**src/rtl/mem_stage_if.sv**
```systemverilog
// -----------------------------------------------------------------------------
// mem_stage_if
// Request/acknowledge bus between the memory-access stage and data memory.
//   mem_req   : stage -> memory, request outstanding
//   mem_we    : stage -> memory, 1 = store, 0 = load (meaningful while mem_req)
//   mem_addr  : stage -> memory, word-aligned address
//   mem_wdata : stage -> memory, store data
//   mem_ack   : memory -> stage, current request completes this cycle
//   mem_rdata : memory -> stage, load data, valid with mem_ack
// master = pipeline stage side, slave = memory side.
// -----------------------------------------------------------------------------
interface mem_stage_if;
    logic        mem_req;
    logic        mem_we;
    logic [31:0] mem_addr;
    logic [31:0] mem_wdata;
    logic        mem_ack;
    logic [31:0] mem_rdata;

    modport master (
        output mem_req, mem_we, mem_addr, mem_wdata,
        input  mem_ack, mem_rdata
    );

    modport slave (
        input  mem_req, mem_we, mem_addr, mem_wdata,
        output mem_ack, mem_rdata
    );
endinterface

```
**src/rtl/mem_stage.sv**
```systemverilog
// -----------------------------------------------------------------------------
// mem_stage
// Memory-access pipeline stage. Takes one execute result per in_valid/in_ready
// handshake, performs a load or store over the mem bus with a bounded wait of
// TIMEOUT request cycles, and produces a one-cycle write-back record.
//   clk, rst_n        : clock, asynchronous active-low reset
//   in_valid/in_ready : execute-result handshake; stall = in_valid & ~in_ready
//   ex_*              : execute results (ALU result, address, store data,
//                       destination, control word [21:20] mem op, [19] reg write)
//   mem               : data-memory bus (master side)
//   wb_valid/dest/data: write-back record, dest/data hold when wb_valid = 0
//   err               : sticky access-timeout flag, cleared only by reset
// -----------------------------------------------------------------------------
module mem_stage #(
    parameter int unsigned TIMEOUT = 15
) (
    input  logic        clk,
    input  logic        rst_n,
    input  logic        in_valid,
    output logic        in_ready,
    output logic        stall,
    input  logic [31:0] ex_alu_out,
    input  logic [31:0] ex_imm_addr,
    input  logic [31:0] ex_store_data,
    input  logic [4:0]  ex_dest,
    input  logic [31:0] ex_controls,
    mem_stage_if.master mem,
    output logic        wb_valid,
    output logic [4:0]  wb_dest,
    output logic [31:0] wb_data,
    output logic        err
);

    localparam int unsigned CNT_W = (TIMEOUT > 2) ? $clog2(TIMEOUT) : 1;
    localparam logic [CNT_W-1:0] CNT_LAST = CNT_W'(TIMEOUT - 1);

    typedef enum logic [1:0] {
        IDLE = 2'd0,
        REQ  = 2'd1,
        WB   = 2'd2
    } state_e;

    state_e            state_q, state_d;
    logic [CNT_W-1:0]  cnt_q, cnt_d;
    logic [31:0]       addr_q, addr_d;
    logic [31:0]       wdata_q, wdata_d;
    logic              we_q, we_d;
    logic [4:0]        dest_q, dest_d;
    logic              wreg_q, wreg_d;
    logic              wb_valid_q, wb_valid_d;
    logic [4:0]        wb_dest_q, wb_dest_d;
    logic [31:0]       wb_data_q, wb_data_d;
    logic              err_q, err_d;

    logic              accept;
    logic              is_load, is_store;

    // Control bits and address bits this stage does not look at.
    logic unused_inputs;
    assign unused_inputs = ^{ex_controls[31:22], ex_controls[18:0], ex_imm_addr[1:0]};

    // Op code 2'b11 falls through as a plain ALU op.
    assign is_load  = (ex_controls[21:20] == 2'b01);
    assign is_store = (ex_controls[21:20] == 2'b10);

    // Ready depends on state only, so mem_ack never reaches in_ready combinationally.
    assign in_ready = (state_q != REQ);
    assign stall    = in_valid & ~in_ready;
    assign accept   = in_valid & in_ready;

    assign mem.mem_req   = (state_q == REQ);
    assign mem.mem_we    = (state_q == REQ) & we_q;
    assign mem.mem_addr  = addr_q;
    assign mem.mem_wdata = wdata_q;

    assign wb_valid = wb_valid_q;
    assign wb_dest  = wb_dest_q;
    assign wb_data  = wb_data_q;
    assign err      = err_q;

    always_comb begin
        // NOTE: every variable gets a default before the case so no path
        // leaves one unassigned, which would infer a latch.
        state_d    = state_q;
        cnt_d      = cnt_q;
        addr_d     = addr_q;
        wdata_d    = wdata_q;
        we_d       = we_q;
        dest_d     = dest_q;
        wreg_d     = wreg_q;
        wb_valid_d = 1'b0;
        wb_dest_d  = wb_dest_q;
        wb_data_d  = wb_data_q;
        err_d      = err_q;

        unique case (state_q)
            IDLE, WB: begin
                if (accept) begin
                    dest_d = ex_dest;
                    wreg_d = ex_controls[19];
                    if (is_load || is_store) begin
                        state_d = REQ;
                        cnt_d   = '0;
                        addr_d  = {ex_imm_addr[31:2], 2'b00};
                        wdata_d = ex_store_data;
                        we_d    = is_store;
                    end else begin
                        // ALU result goes straight into the write-back record.
                        state_d = WB;
                        if (ex_controls[19]) begin
                            wb_valid_d = 1'b1;
                            wb_dest_d  = ex_dest;
                            wb_data_d  = ex_alu_out;
                        end
                    end
                end else begin
                    state_d = IDLE;
                end
            end

            REQ: begin
                // Ack is tested first so an ack on the last allowed cycle wins.
                if (mem.mem_ack) begin
                    state_d = WB;
                    if (wreg_q && !we_q) begin
                        wb_valid_d = 1'b1;
                        wb_dest_d  = dest_q;
                        wb_data_d  = mem.mem_rdata;
                    end
                end else if (cnt_q == CNT_LAST) begin
                    state_d = IDLE;
                    err_d   = 1'b1;
                end else begin
                    cnt_d = cnt_q + CNT_W'(1);
                end
            end

            default: state_d = IDLE;
        endcase
    end

    // NOTE: state registers use non-blocking assignments so every flop samples
    // the pre-edge value of every other flop.
    always_ff @(posedge clk or negedge rst_n) begin
        if (!rst_n) begin
            state_q    <= IDLE;
            cnt_q      <= '0;
            addr_q     <= '0;
            wdata_q    <= '0;
            we_q       <= 1'b0;
            dest_q     <= '0;
            wreg_q     <= 1'b0;
            wb_valid_q <= 1'b0;
            wb_dest_q  <= '0;
            wb_data_q  <= '0;
            err_q      <= 1'b0;
        end else begin
            state_q    <= state_d;
            cnt_q      <= cnt_d;
            addr_q     <= addr_d;
            wdata_q    <= wdata_d;
            we_q       <= we_d;
            dest_q     <= dest_d;
            wreg_q     <= wreg_d;
            wb_valid_q <= wb_valid_d;
            wb_dest_q  <= wb_dest_d;
            wb_data_q  <= wb_data_d;
            err_q      <= err_d;
        end
    end

endmodule

```
**src/flat_wrapper.sv**
```systemverilog
// flat-port wrapper written by rule: the top's interface ports become plain ports
module mem_stage_flat 
#(
    parameter int unsigned TIMEOUT = 15
)
  (clk, rst_n, in_valid, in_ready, stall, ex_alu_out, ex_imm_addr, ex_store_data, ex_dest, ex_controls, wb_valid, wb_dest, wb_data, err, mem_mem_req, mem_mem_we, mem_mem_addr, mem_mem_wdata, mem_mem_ack, mem_mem_rdata);
  mem_stage_if mem_i ();
  input  logic clk;
  input  logic rst_n;
  input  logic in_valid;
  output logic in_ready;
  output logic stall;
  input  logic [31:0] ex_alu_out;
  input  logic [31:0] ex_imm_addr;
  input  logic [31:0] ex_store_data;
  input  logic [4:0] ex_dest;
  input  logic [31:0] ex_controls;
  output logic wb_valid;
  output logic [4:0] wb_dest;
  output logic [31:0] wb_data;
  output logic err;
  output wire logic [$bits(mem_i.mem_req)-1:0] mem_mem_req;
  output wire logic [$bits(mem_i.mem_we)-1:0] mem_mem_we;
  output wire logic [$bits(mem_i.mem_addr)-1:0] mem_mem_addr;
  output wire logic [$bits(mem_i.mem_wdata)-1:0] mem_mem_wdata;
  input wire logic [$bits(mem_i.mem_ack)-1:0] mem_mem_ack;
  input wire logic [$bits(mem_i.mem_rdata)-1:0] mem_mem_rdata;
  assign mem_mem_req = mem_i.mem_req;
  assign mem_mem_we = mem_i.mem_we;
  assign mem_mem_addr = mem_i.mem_addr;
  assign mem_mem_wdata = mem_i.mem_wdata;
  assign mem_i.mem_ack = mem_mem_ack;
  assign mem_i.mem_rdata = mem_mem_rdata;
  mem_stage #(.TIMEOUT(TIMEOUT)) u_core (.clk(clk), .rst_n(rst_n), .in_valid(in_valid), .in_ready(in_ready), .stall(stall), .ex_alu_out(ex_alu_out), .ex_imm_addr(ex_imm_addr), .ex_store_data(ex_store_data), .ex_dest(ex_dest), .ex_controls(ex_controls), .mem(mem_i), .wb_valid(wb_valid), .wb_dest(wb_dest), .wb_data(wb_data), .err(err));
endmodule
```
**config.mk**
```make
export PLATFORM = sky130hd
export DESIGN_NAME = mem_stage_flat
export DESIGN_NICKNAME = d
export VERILOG_FILES = /design/src/rtl/mem_stage_if.sv /design/src/rtl/mem_stage.sv /design/src/flat_wrapper.sv
export SDC_FILE = /design/constraint.sdc
export NUM_CORES = 1
export LEC_CHECK = 0
export CAP_MARGIN = 15
export CORE_ASPECT_RATIO = 0.9
export CORE_UTILIZATION = 43
export DETAILED_ROUTE_END_ITERATION = 12
export MAX_ROUTING_LAYER = met4
export PLACE_DENSITY = 0.87
export SLEW_MARGIN = 0
export SYNTH_ARGS = -nofsm -noshare
export SYNTH_HDL_FRONTEND = slang
export SYNTH_SLANG_ARGS = --single-unit
export TNS_END_PERCENT = 50
```
**constraint.sdc**
```tcl
create_clock -name clk -period 4.1 [get_ports clk]
set_input_delay 0.41 -clock clk [delete_from_list [all_inputs] [get_ports clk]]
set_output_delay 0.41 -clock clk [all_outputs]
set_load 0.1 [all_outputs]
```
==> run_summary.xml, run 1 <==
<?xml version="1.0" encoding="UTF-8"?>
<metrics>
  <group name="clocking">
    <metric name="cts_tree" unit="">done</metric>
    <metric name="clock_path_buffers" unit="">2</metric>
    <metric name="tritoncts.num_buffers" unit="">17</metric>
    <metric name="post_cts_sizing" unit="">0</metric>
    <metric name="insertion_delay" unit="ps">390</metric>
    <metric name="cts.clk_slew.worst_paths" unit="ps">50</metric>
    <metric name="htree_levels" unit="">4</metric>
    <metric name="ctsRootBufferMaster" unit="">sky130_fd_sc_hd__clkbuf_16</metric>
    <metric name="cts.sink_count" unit="">114</metric>
    <metric name="ctsHoldBuffers" unit="">0</metric>
    <metric name="cts.repair_timing.setup_buffer_count" unit="">0</metric>
  </group>
  <group name="setup_path">
    <metric name="critPathArrivalTime" unit="ps">2250</metric>
    <metric name="end_kind" unit="">output port</metric>
    <metric name="worst-endpoint-required" unit="ps">3690</metric>
    <metric name="critPathMaxFanout" unit="">31</metric>
    <metric name="regToRegSetupSlack" unit="ps">1930</metric>
    <metric name="critical_path.reg2reg.startpoint" unit="">u_core.state_q[1]$_DFFE_PN0P_</metric>
    <metric name="worstRegToRegCells" unit="">5</metric>
    <metric name="critical_path_class" unit="">reg -&gt; out</metric>
    <metric name="worstSetupStartpointType" unit="">flop</metric>
    <metric name="critical_path.reg2reg.endpoint" unit="">u_core.wb_data[31]$_DFFE_PN0P_</metric>
  </group>
  <group name="layout">
    <metric name="fin_area" unit="mm2">0.00826</metric>
    <metric name="area_delta_synth_final" unit="%">60.4</metric>
    <metric name="nets" unit="">730</metric>
    <metric name="instances_no_fill" unit="">726</metric>
    <metric name="layout-drive-gt1-share" unit="">0.323</metric>
    <metric name="antenna_cells" unit="">0</metric>
    <metric name="num-fill-cells" unit="">771</metric>
  </group>
  <group name="timing">
    <metric name="slew_headroom" unit="">0.317</metric>
    <metric name="setup_repair_after_global_routing_missed_its_margin" unit="">no</metric>
    <metric name="timing.setup.tns" unit="ps">0</metric>
    <metric name="holdWs" unit="ps">187</metric>
    <metric name="clock.fmax" unit="MHz">376</metric>
    <metric name="finClkSkew" unit="ps">5.47</metric>
    <metric name="slew_viol_final" unit="">0</metric>
    <metric name="layout_worst_path_cycle_share" unit="">0.648</metric>
    <metric name="final_hold_viol_count" unit="">0</metric>
    <metric name="final_period_minus_worst_setup_slack" unit="ps">2660</metric>
    <metric name="tightestPinTransition" unit="ps">1020</metric>
    <metric name="setup_violations" unit="">0</metric>
  </group>
  <group name="global_route">
    <metric name="grt-ovfl-total" unit="">0</metric>
    <metric name="initial_antenna_violation_count" unit="">0</metric>
    <metric name="vias_in_the_first_global_route" unit="">3847</metric>
    <metric name="grt_first_pass_wirelength" unit="um">19400</metric>
    <metric name="track_usage" unit="">0.210</metric>
    <metric name="grt_start_max_net_pins" unit="">80</metric>
  </group>
  <group name="routing">
    <metric name="detailed_router_iteration_count_before_antenna_repair" unit="">4</metric>
    <metric name="detail_route.vias_per_cell" unit="">4.78</metric>
    <metric name="detail_route.drc_violations" unit="">0</metric>
    <metric name="drt-wirelength-per-cell" unit="um">16.9</metric>
    <metric name="dr_vias" unit="">3471</metric>
    <metric name="total_wire_length_after_detailed_routing" unit="um">12300</metric>
    <metric name="detail_route.iter0.violations" unit="">172</metric>
    <metric name="drtAntennaViolNets" unit="">0</metric>
  </group>
  <group name="status">
    <metric name="status" unit="">complete, no violations</metric>
  </group>
  <group name="die">
    <metric name="fp.dieW" unit="um">117</metric>
    <metric name="die_area" unit="mm2">0.0124</metric>
    <metric name="floorplan.initialDensity" unit="">0.445</metric>
    <metric name="coreArea" unit="mm2">0.0116</metric>
    <metric name="die_height" unit="um">106</metric>
    <metric name="std_cell_rows" unit="">37</metric>
    <metric name="io_pins" unit="">276</metric>
  </group>
  <group name="job">
    <metric name="cap_viol_max_count" unit="">0</metric>
  </group>
  <group name="placement">
    <metric name="portBuffers" unit="">242</metric>
    <metric name="dpl.cell_count" unit="">695</metric>
    <metric name="placement.cell_area" unit="mm2">0.00762</metric>
    <metric name="dp_hpwl" unit="um">8360</metric>
    <metric name="gp_congestion" unit="">0.725</metric>
  </group>
  <group name="yosys">
    <metric name="synthesis.area" unit="mm2">0.00515</metric>
    <metric name="synthesis.area_per_instance" unit="um2">16.6</metric>
    <metric name="yosys_warnings" unit="">0</metric>
    <metric name="synth_cell_type_count" unit="">29</metric>
    <metric name="ys_seq_elements" unit="">114</metric>
    <metric name="synthCells" unit="">310</metric>
    <metric name="synth_seq_area_share" unit="">0.554</metric>
  </group>
  <group name="worst_hold_path">
    <metric name="holdCritPathClass" unit="">in -&gt; async</metric>
  </group>
</metrics>
## placed cells by master, fill, tap and decap left out, types with 3 or more instances in the layout
cell type                         instances
sky130_fd_sc_hd__clkbuf_16               17
sky130_fd_sc_hd__mux2_4                  68
sky130_fd_sc_hd__nand2b_1                 3
sky130_fd_sc_hd__o21ai_0                  3
sky130_fd_sc_hd__mux2_2                  75
sky130_fd_sc_hd__clkinv_2                 3
sky130_fd_sc_hd__ha_1                     3
sky130_fd_sc_hd__clkdlybuf4s50_1        238
sky130_fd_sc_hd__inv_1                    5
sky130_fd_sc_hd__bufinv_16                5
sky130_fd_sc_hd__buf_4                    7
sky130_fd_sc_hd__dfrtp_1                114
## area by class of cell
cell class | count | area [um2] | share of cell area
Clock buffer | 21 | 460 | 0.0557
Clock inverter | 10 | 181 | 0.0220
Inverter | 5 | 18.8 | 0.00227
Multi-Input combinational cell | 174 | 2100 | 0.254
Sequential cell | 114 | 2850 | 0.345
Tap cell | 156 | 195 | 0.0236
Timing Repair Buffer | 246 | 2450 | 0.297
## synthesized netlist by cell type
cell | count | area share
sky130_fd_sc_hd__a21o_1 | 1 | 0.0015
sky130_fd_sc_hd__a31oi_1 | 2 | 0.0024
sky130_fd_sc_hd__a41oi_1 | 1 | 0.0017
sky130_fd_sc_hd__and2_1 | 2 | 0.0024
sky130_fd_sc_hd__and3_1 | 1 | 0.0012
sky130_fd_sc_hd__buf_12 | 2 | 0.0078
sky130_fd_sc_hd__buf_2 | 1 | 0.00097
sky130_fd_sc_hd__buf_4 | 5 | 0.0073
sky130_fd_sc_hd__buf_6 | 10 | 0.022
sky130_fd_sc_hd__conb_1 | 1 | 0.00073
sky130_fd_sc_hd__dfrtp_1 | 114 | 0.55
sky130_fd_sc_hd__ha_1 | 3 | 0.0073
sky130_fd_sc_hd__inv_1 | 5 | 0.0036
sky130_fd_sc_hd__mux2_2 | 75 | 0.16
sky130_fd_sc_hd__mux2_4 | 68 | 0.20
sky130_fd_sc_hd__mux2i_1 | 1 | 0.0019
sky130_fd_sc_hd__nand2_1 | 2 | 0.0015
sky130_fd_sc_hd__nand2b_1 | 3 | 0.0036
sky130_fd_sc_hd__nand2b_2 | 1 | 0.0017
sky130_fd_sc_hd__nand3_1 | 1 | 0.00097
sky130_fd_sc_hd__nand3b_1 | 1 | 0.0015
sky130_fd_sc_hd__nor3b_1 | 1 | 0.0015
sky130_fd_sc_hd__nor4bb_1 | 1 | 0.0019
sky130_fd_sc_hd__o211ai_1 | 1 | 0.0015
sky130_fd_sc_hd__o21ai_0 | 3 | 0.0029
sky130_fd_sc_hd__o21ai_1 | 1 | 0.00097
sky130_fd_sc_hd__o22ai_2 | 1 | 0.0024
sky130_fd_sc_hd__or3b_1 | 1 | 0.0017
sky130_fd_sc_hd__or3b_2 | 1 | 0.0017
## metal layers
metal	global-route usage	vias up	share of wire
met3	0.0752	10	0.079
li1	-	1598	-
met4	0.0677	0	0.0099
met5	-	-	0
met2	0.358	165	0.52
met1	0.228	1698	0.39
## flip-flops by register name (all words and copies together), names as in the netlist
name and cells:
u_core.mem.mem_wdata 32, u_core.wb_data 32, u_core.mem.mem_addr 30, u_core.dest_q 5, u_core.wb_dest 5, u_core.cnt_q 4
u_core.state_q 2, u_core.err 1, u_core.wb_valid 1, u_core.we_q 1, u_core.wreg_q 1
## through the flow
step                utilization  worst slack [ps]
floorplan                     -              1380
global placement          0.659              1570
detailed placement        0.659              1550
CTS                       0.714              1400
global route              0.714              1300
finish                    0.714              1440
## worst max path at each step
stage	from	endpoint	slack, ps	cells past startpoint
2_1_floorplan	u_core.state_q[1]$_DFFE_PN0P_	mem_mem_we	1380	4
3_3_place_gp	ex_controls[20]	u_core.wb_data[2]$_DFFE_PN0P_	1570	7
3_5_place_dp	in_valid	u_core.wb_data[10]$_DFFE_PN0P_	1550	5
4_1_cts	u_core.state_q[1]$_DFFE_PN0P_	mem_mem_we	1400	5
5_1_grt	u_core.state_q[1]$_DFFE_PN0P_	mem_mem_we	1300	5
6_report	u_core.state_q[1]$_DFFE_PN0P_	mem_mem_we	1440	5
## worst max-delay path, stage by stage, from the launching register on
cell and delay (ps):
sky130_fd_sc_hd__dfrtp_1 410, sky130_fd_sc_hd__nand2b_2 190, sky130_fd_sc_hd__inv_1 310, sky130_fd_sc_hd__buf_4 450
sky130_fd_sc_hd__and2_1 190, sky130_fd_sc_hd__buf_4 290
## kinds of logic after synthesis
| logic type | share of synthesized area |
|---|---|
| multiplexers | 0.364 |
| flip-flops | 0.554 |
| buffers and inverters | 0.0415 |
| AND/OR/NAND/NOR | 0.0197 |
| AO/OA/AOI/OAI | 0.0134 |
| adder cells (fa/ha/maj) | 0.00728 |
| other | 0.000728 |
Power of run 1 is not shown: default switching activity piles up to over one toggle a cycle in this logic, so the estimate is an artifact.
==> run 2, diff against run 1 <==
--- a/config.mk
+++ b/config.mk
@@ -7,10 +7,10 @@
 export LEC_CHECK = 0
 export CAP_MARGIN = 15
 export CORE_ASPECT_RATIO = 0.9
-export CORE_UTILIZATION = 43
+export CORE_UTILIZATION = 36
 export DETAILED_ROUTE_END_ITERATION = 12
 export MAX_ROUTING_LAYER = met4
-export PLACE_DENSITY = 0.87
+export PLACE_DENSITY = 0.78
 export SLEW_MARGIN = 0
 export SYNTH_ARGS = -nofsm -noshare
 export SYNTH_HDL_FRONTEND = slang
==> constraint.sdc (replaced) <==
create_clock -name clk -period 2.39 [get_ports clk]
set_input_delay 0.239 -clock clk [delete_from_list [all_inputs] [get_ports clk]]
set_output_delay 0.239 -clock clk [all_outputs]
set_load 0.1 [all_outputs]
==> run_summary.xml, run 2 (synthesis gave the netlist of run 1 again) <==
<?xml version="1.0" encoding="UTF-8"?>
<metrics>
  <group name="status">
    <metric name="status" unit="">complete, no violations</metric>
  </group>
  <group name="worst_hold_path">
    <metric name="holdCritPathClass" unit="">in -&gt; async</metric>
  </group>
  <group name="die">
    <metric name="floorplan.initialDensity" unit="">0.368</metric>
    <metric name="coreArea" unit="mm2">0.0140</metric>
    <metric name="io_pins" unit="">276</metric>
    <metric name="die_area" unit="mm2">0.0148</metric>
    <metric name="fp.dieW" unit="um">128</metric>
    <metric name="die_height" unit="um">116</metric>
    <metric name="std_cell_rows" unit="">41</metric>
  </group>
  <group name="clocking">
    <metric name="cts.repair_timing.setup_buffer_count" unit="">0</metric>
    <metric name="cts.clk_slew.worst_paths" unit="ps">50</metric>
    <metric name="tritoncts.num_buffers" unit="">17</metric>
    <metric name="clock_path_buffers" unit="">2</metric>
    <metric name="cts.sink_count" unit="">114</metric>
    <metric name="htree_levels" unit="">4</metric>
    <metric name="cts_tree" unit="">done</metric>
    <metric name="ctsRootBufferMaster" unit="">sky130_fd_sc_hd__clkbuf_16</metric>
    <metric name="insertion_delay" unit="ps">410</metric>
  </group>
  <group name="layout">
    <metric name="antenna_cells" unit="">0</metric>
    <metric name="nets" unit="">733</metric>
    <metric name="layout.cells.most_common" unit="">sky130_fd_sc_hd__clkdlybuf4s50_1</metric>
    <metric name="layout-drive-gt1-share" unit="">0.509</metric>
    <metric name="layout.cells.most_common_list" unit="">sky130_fd_sc_hd__clkdlybuf4s50_1, sky130_fd_sc_hd__dfrtp_1, sky130_fd_sc_hd__buf_4</metric>
    <metric name="area_delta_synth_final" unit="%">57.2</metric>
  </group>
  <group name="timing">
    <metric name="slew_viol_final" unit="">0</metric>
    <metric name="tightestPinTransition" unit="ps">537</metric>
    <metric name="setup_violations" unit="">0</metric>
    <metric name="layout_worst_path_cycle_share" unit="">0.790</metric>
    <metric name="final_hold_viol_count" unit="">0</metric>
    <metric name="timing.setup.tns" unit="ps">0</metric>
    <metric name="final_period_minus_worst_setup_slack" unit="ps">1890</metric>
    <metric name="setup_repair_after_global_routing_missed_its_margin" unit="">no</metric>
    <metric name="finClkSkew" unit="ps">6.41</metric>
    <metric name="clock.fmax" unit="MHz">529</metric>
    <metric name="slew_headroom" unit="">0.641</metric>
  </group>
  <group name="placement">
    <metric name="dp_hpwl" unit="um">8410</metric>
    <metric name="portBuffers" unit="">242</metric>
    <metric name="gp_congestion" unit="">0.682</metric>
  </group>
  <group name="setup_path">
    <metric name="worst-endpoint-required" unit="ps">2150</metric>
    <metric name="worstSetupStartpointType" unit="">flop</metric>
    <metric name="end_kind" unit="">output port</metric>
    <metric name="critPathMaxFanout" unit="">5</metric>
    <metric name="critical_path.startpoint" unit="">u_core.state_q[1]$_DFFE_PN0P_</metric>
    <metric name="critical_path_class" unit="">reg -&gt; out</metric>
    <metric name="critPathArrivalTime" unit="ps">1650</metric>
    <metric name="critical_path.reg2reg.startpoint" unit="">u_core.state_q[1]$_DFFE_PN0P_</metric>
  </group>
  <group name="global_route">
    <metric name="initial_antenna_violation_count" unit="">0</metric>
    <metric name="grt_first_pass_wirelength" unit="um">18000</metric>
    <metric name="grt_start_max_net_pins" unit="">66</metric>
    <metric name="vias_in_the_first_global_route" unit="">3622</metric>
    <metric name="track_usage" unit="">0.167</metric>
    <metric name="grt-ovfl-total" unit="">0</metric>
  </group>
  <group name="routing">
    <metric name="detail_route.iter0.violations" unit="">115</metric>
    <metric name="drt-wirelength-per-cell" unit="um">15.3</metric>
    <metric name="dr_vias" unit="">3484</metric>
    <metric name="total_wire_length_after_detailed_routing" unit="um">11700</metric>
    <metric name="detail_route.drc_violations" unit="">0</metric>
    <metric name="detail_route.vias_per_cell" unit="">4.54</metric>
    <metric name="detailed_router_iteration_count_before_antenna_repair" unit="">4</metric>
    <metric name="drtAntennaViolNets" unit="">0</metric>
  </group>
  <group name="job">
    <metric name="cap_viol_max_count" unit="">0</metric>
  </group>
</metrics>
## run 2: metrics by stage
stage	instances	instance area, um2	setup slack [ps]	util	hold slack [ps]
floorplan	311	5160	-156	-	-56.6
finish	767	8100	501	0.579	291
CTS	767	8100	459	0.579	294
global route	767	8100	405	0.579	329
detailed placement	734	7500	174	0.536	198
global placement	734	7500	183	0.536	191
## run 2: path summary, 6_finish.rpt
path / to / slack, ps / cells past startpoint
setup / recovery: stall / 500 / 4
hold / removal: u_core.wb_data[7]$_DFFE_PN0P_ / 290 / 2
setup reg to reg: u_core.wb_data[17]$_DFFE_PN0P_ / 520 / 5
hold reg to reg: u_core.err$_DFFE_PN0P_ / 480 / 1
max in group asynchronous: u_core.mem.mem_wdata[20]$_DFFE_PN0P_ / 1400 / 3
min in group clk: u_core.mem.mem_addr[23]$_DFFE_PN0P_ / 440 / 2
## run 2: critical path, cell delays in order, from the launching register on
cell and delay (ps):
sky130_fd_sc_hd__dfrtp_1 410, sky130_fd_sc_hd__nand2b_2 200, sky130_fd_sc_hd__inv_1 220, sky130_fd_sc_hd__and2_1 220
sky130_fd_sc_hd__buf_12 180
## run 2: final cells by class
type | instances | area [um2]
clock inverters | 13 | 135
multi-input cells | 174 | 2100
well taps | 193 | 241
flip-flops and latches | 114 | 2850
fillers | 1135 | 5900
inverters | 5 | 18.8
clock buffers | 19 | 453
repair buffers | 249 | 2300
## run 2: layer usage
metal / vias to the layer above / share of wire / global-route usage
li1: 1605 / - / -
met1: 1713 / 0.42 / 0.192
met2: 147 / 0.50 / 0.265
met3: 19 / 0.067 / 0.0462
met4: 0 / 0.018 / 0.0894
met5: - / 0 / -
## run 2: timing repair
item / in CTS / in global routing
endpoints found under the hold margin: 28 / 0
gates resized for setup: 0 / 0
hold buffers: 1 / 0
Power of run 2 is left out for the same reason.
